$ cat config.mk
export PLATFORM = sky130hd
export DESIGN_NAME = fa_3_seq_ctrl
export DESIGN_NICKNAME = d
export VERILOG_FILES = /design/src/rtl/fa_3_seq_pkg.sv /design/src/rtl/fa_3.sv /design/src/rtl/fa_3_seq_ctrl.sv
export SDC_FILE = /design/constraint.sdc
export NUM_CORES = 1
export LEC_CHECK = 0
export ABC_CLOCK_PERIOD_IN_PS = 2500
export BUFFER_PORTS_ARGS = -buffer_cell sky130_fd_sc_hd__buf_2
export CAP_MARGIN = 20
export CORE_ASPECT_RATIO = 1.2
export CORE_UTILIZATION = 54
export DETAILED_ROUTE_END_ITERATION = 16
export PLACE_DENSITY = 0.83
export SYNTH_ARGS = -nofsm -noshare
export SYNTH_HDL_FRONTEND = slang
export SYNTH_SLANG_ARGS = --single-unit
$ cat constraint.sdc
create_clock -name clk -period 2.5 [get_ports clk]
set_input_delay 0.625 -clock clk [delete_from_list [all_inputs] [get_ports clk]]
set_output_delay 0.625 -clock clk [all_outputs]
set_load 0.05 [all_outputs]
$ cat src/rtl/fa_3_seq_pkg.sv
// Shared definitions for the sequential chunked adder.
//   SLICE_W      width of one adder slice (bits per chunk)
//   seq_state_t  controller state encoding
//   idx_width()  width of the chunk index counter for a given chunk count
package fa_3_seq_pkg;

  localparam int SLICE_W = 3;

  typedef enum logic [1:0] {
    IDLE,
    ADD,
    DONE
  } seq_state_t;

  // ceil(log2(n)), never below 1 so a single-chunk build still has an index bit.
  function automatic int idx_width(input int n);
    return (n <= 2) ? 1 : $clog2(n);
  endfunction

endpackage

$ cat src/rtl/fa_3.sv
// 3-bit full-adder slice: {cout, s} = a + b + cin.
//   a, b  3-bit addends
//   cin   carry-in
//   s     3-bit sum
//   cout  carry-out
module fa_3 (
  input  logic [2:0] a,
  input  logic [2:0] b,
  input  logic       cin,
  output logic [2:0] s,
  output logic       cout
);

  assign {cout, s} = {1'b0, a} + {1'b0, b} + {3'b000, cin};

endmodule

$ cat src/rtl/fa_3_seq_ctrl.sv
// Multi-cycle wide adder: one fa_3 slice is reused over NCHUNK clocks, LSB
// chunk first, with the carry chained through a register.
//   clk, rst_n           clock, asynchronous active-low reset
//   in_valid / in_ready  operand handshake (in_ready registered)
//   in_a, in_b, in_cin   operands, sampled only on the accept edge
//   out_valid/out_ready  result handshake (out_valid registered)
//   out_sum, out_cout    registered result, qualified by out_valid
//   busy                 high while an operation is in ADD or DONE
module fa_3_seq_ctrl
  import fa_3_seq_pkg::*;
#(
  parameter  int NCHUNK = 4,
  localparam int W      = SLICE_W * NCHUNK
) (
  input  logic         clk,
  input  logic         rst_n,
  input  logic         in_valid,
  output logic         in_ready,
  input  logic [W-1:0] in_a,
  input  logic [W-1:0] in_b,
  input  logic         in_cin,
  output logic         out_valid,
  input  logic         out_ready,
  output logic [W-1:0] out_sum,
  output logic         out_cout,
  output logic         busy
);

  localparam int IW = idx_width(NCHUNK);

  seq_state_t   state, next_state;
  logic [W-1:0] a_q, b_q;
  logic         carry_q;
  logic [IW-1:0] idx;

  logic [SLICE_W-1:0] slice_s;
  logic               slice_cout;
  logic               accept;
  logic               last_chunk;

  assign accept     = (state == IDLE) && in_valid && in_ready;
  assign last_chunk = (idx == IW'(NCHUNK - 1));
  assign busy       = (state != IDLE);

  fa_3 u_fa_3 (
    .a    (a_q[idx*SLICE_W +: SLICE_W]),
    .b    (b_q[idx*SLICE_W +: SLICE_W]),
    .cin  (carry_q),
    .s    (slice_s),
    .cout (slice_cout)
  );

  // NOTE: next_state gets a default before the case so no path leaves it
  // unassigned; an unassigned path in always_comb would infer a latch.
  always_comb begin
    next_state = state;
    case (state)
      IDLE:    if (accept)     next_state = ADD;
      ADD:     if (last_chunk) next_state = DONE;
      DONE:    if (out_ready)  next_state = IDLE;
      default:                 next_state = IDLE;
    endcase
  end

  // NOTE: every flop here, operand registers included, is reset so a dropped
  // operation leaves no trace. State uses non-blocking assignments so all
  // registers update together from pre-edge values.
  always_ff @(posedge clk or negedge rst_n) begin
    if (!rst_n) begin
      state     <= IDLE;
      in_ready  <= 1'b0;
      out_valid <= 1'b0;
      out_sum   <= '0;
      out_cout  <= 1'b0;
      a_q       <= '0;
      b_q       <= '0;
      carry_q   <= 1'b0;
      idx       <= '0;
    end else begin
      state    <= next_state;
      // Registered ready: rises on the edge that returns the FSM to IDLE.
      in_ready <= (next_state == IDLE);
      case (state)
        IDLE: begin
          if (accept) begin
            a_q     <= in_a;
            b_q     <= in_b;
            carry_q <= in_cin;
            idx     <= '0;
          end
        end
        ADD: begin
          out_sum[idx*SLICE_W +: SLICE_W] <= slice_s;
          carry_q <= slice_cout;
          idx     <= idx + 1'b1;
          if (last_chunk) begin
            out_cout  <= slice_cout;
            out_valid <= 1'b1;
          end
        end
        DONE: begin
          if (out_ready) out_valid <= 1'b0;
        end
        default: ;
      endcase
    end
  end

endmodule

==> out/qor.yml <==
outcome:
  status: "completed"
place:
  io_buffers: 44
  hpwl_um: 2900
  place_congestion: 0.806
  place_ws_ps: 197
  placed_cell_area_mm2: 0.00236
  placedCellCount: 294
floorplanning:
  start_util: 0.576
  pin_count: 45
  row_count: 24
  die_y_um: 70.8
  core-area_mm2: 0.00369
  fp.dieW_um: 59.3
  die-area_mm2: 0.00419
layout:
  layout-drive-gt1-share: 0.268
  final_cell_mix: "nand2_1 (80), dfrtp_1 (44), buf_2 (44)"
  area_growth_pct: 15.6
  design_area_mm2: 0.00246
  antenna_cells: 0
  final_common_cell: "nand2_1"
  postLayoutCoreUtil: 0.666
  fin_cells: 302
  nets: 288
power:
  p_leak_nw: 1.29
  power_density_mw_per_mm2: 1430
  ir_drop_uv: 715
  finalPower_mw: 3.52
worst_setup_path:
  arrival_ps: 2550
  crit_fanout: 5
  cp_cell_sequence: "mux4_2 > fa_1 > inv_1 > fa_1 > inv_1 > a22o_1"
  crit_family: "adder cells"
  startpoint_type: "register"
  path_class: "register to register"
  crit_path_max_incr_delay_ps: 560
  required_ps: 2730
  slowest_stage: "mux4_2"
  crit_buf_inv: 2
  setup.worst_path.end_class: "register"
detailed_routing:
  drtIter0Drc: 65
  firstDrtPassIters: 4
  num_vias: 1595
  avgRoutedWirePerCell_um: 13.3
  via_per_inst: 5.28
  route.detailed.drc: 0
  ant_nets: 0
  wl_um: 4030
sta:
  worst_slew_pin_slew_ps: 530
  rsz0062_at_grt: "false"
  hold_viol_final: 0
  drv_slew: 0
  slew_headroom: 0.647
  holdWs_ps: 388
  skew_ps: 7.11
  worst_slack_ps: 179
  period_share: 0.928
  setup_violations: 0
  timing.final.crit_period_ps: 2320
  timing.fmax_mhz: 431
  tns_ps: 0
flow_run:
  cap_violations: 0
worst_hold_path:
  min_path_type: "input port to async pin"
synthesis:
  synth.distinct_cells: 28
  syn-num-nets: 242
  avgSynthCellArea_um2: 10.5
  ys_seq_elements: 44
  yosys_warnings: 0
  netlist_area_mm2: 0.00213
  synthCells: 203
  ys_seq_area_frac: 0.518
clock_network:
  numClockSinks: 44
  htree_levels: 2
  clk_latency_ps: 290
  clock_path_buffers: 2
  path_clk_slew_ps: 80
  cts_buffers: 5
  tritoncts: "built"
  cts-root-buf: "clkbuf_8"
global_routing:
  grt_pass1_vias: 1582
  antenna_found_initial: 0
  overflow: 0
  grt_max_degree: 45
  track_usage: 0.224
  grt_pass1_wl_um: 7090
-- worst register-to-register path, delay by kind of cell, from the launching register on --
family / cells / cell delay (ps)
DFF: 1 / 500
adders and majority gates: 2 / 830
AOI/OAI and AO/OA: 1 / 150
buffers and inverters: 2 / 210
muxes: 1 / 560
-- flip-flops by register name, summed over array words and instances (netlist names) --
name,cells
a_q,12
b_q,12
out_sum,12
idx,2
state,2
carry_q,1
in_ready,1
out_cout,1
out_valid,1
-- worst paths after layout --
check	slack [ps]	end	from	cells past startpoint
setup / recovery	180	out_sum[4]	idx[0]	6
hold / removal	390	out_valid	rst_n	2
min in group clk	480	b_q[10]	b_q[10]	2
hold reg to reg	480	b_q[10]	b_q[10]	2
max in group asynchronous	1740	b_q[7]	rst_n	2
setup reg to reg	180	out_sum[4]	idx[0]	6
-- power breakdown --
group	switching [mW]	internal, mW
Clock	0.228	0.225
Sequential	0.225	1.01
Combinational	1.15	0.686
-- kinds of logic after synthesis --
group / Yosys count / share of synthesized area
and+or+nand+nor: 101 / 0.214
DFF: 44 / 0.518
AOI/OAI and AO/OA: 24 / 0.0818
buffers and inverters: 17 / 0.0535
adders and majority gates: 10 / 0.0659
muxes: 6 / 0.0635
xor gates and xnor gates: 1 / 0.00412
-- routing by layer --
metal | up-vias | share of wire | GRT usage | wire [µm]
met4 | 0 | 0.020 | 0.0794 | 81
met2 | 51 | 0.51 | 0.377 | 2060
met5 | - | 0 | 0 | 0
met1 | 768 | 0.43 | 0.284 | 1720
met3 | 12 | 0.040 | 0.0457 | 160
li1 | 764 | - | - | -
-- cells in the mapped netlist --
cell	n	share of area
nand3_1	2	0.0047
nand2_1	80	0.14
or3b_2	3	0.012
nor4bb_4	1	0.012
nand4bb_1	1	0.0053
or2_2	1	0.0029
buf_6	3	0.016
nor2b_1	1	0.0029
a21o_1	1	0.0035
fa_1	2	0.019
mux4_2	6	0.064
dfrtp_1	44	0.52
nand3b_1	5	0.018
ha_1	8	0.047
o211a_1	1	0.0047
clkbuf_1	1	0.0018
o21ai_0	3	0.0071
nand2b_1	2	0.0059
o31ai_1	5	0.018
inv_1	7	0.012
xor2_1	1	0.0041
nor2_1	5	0.0088
buf_2	4	0.0094
o211ai_1	1	0.0035
a21oi_1	4	0.0094
buf_8	2	0.014
a31oi_1	1	0.0029
a22o_1	8	0.033
-- timing repair --
action / in CTS / in global routing
resized for setup: 0 / 1
setup endpoints to repair: 0 / 4
hold buffers: 0 / 0
setup buffers: 0 / 0
-- final cells by class --
| type | count | area (µm²) |
|---|---|---|
| fill | 321 | 1230 |
| sequential | 44 | 1100 |
| multi-input combinational | 142 | 920 |
| timing repair buffer | 49 | 258 |
| clock buffer | 8 | 90.1 |
| tap | 52 | 65.1 |
| inverter | 7 | 26.3 |
Note: power is estimated with default switching activity, not from simulation.
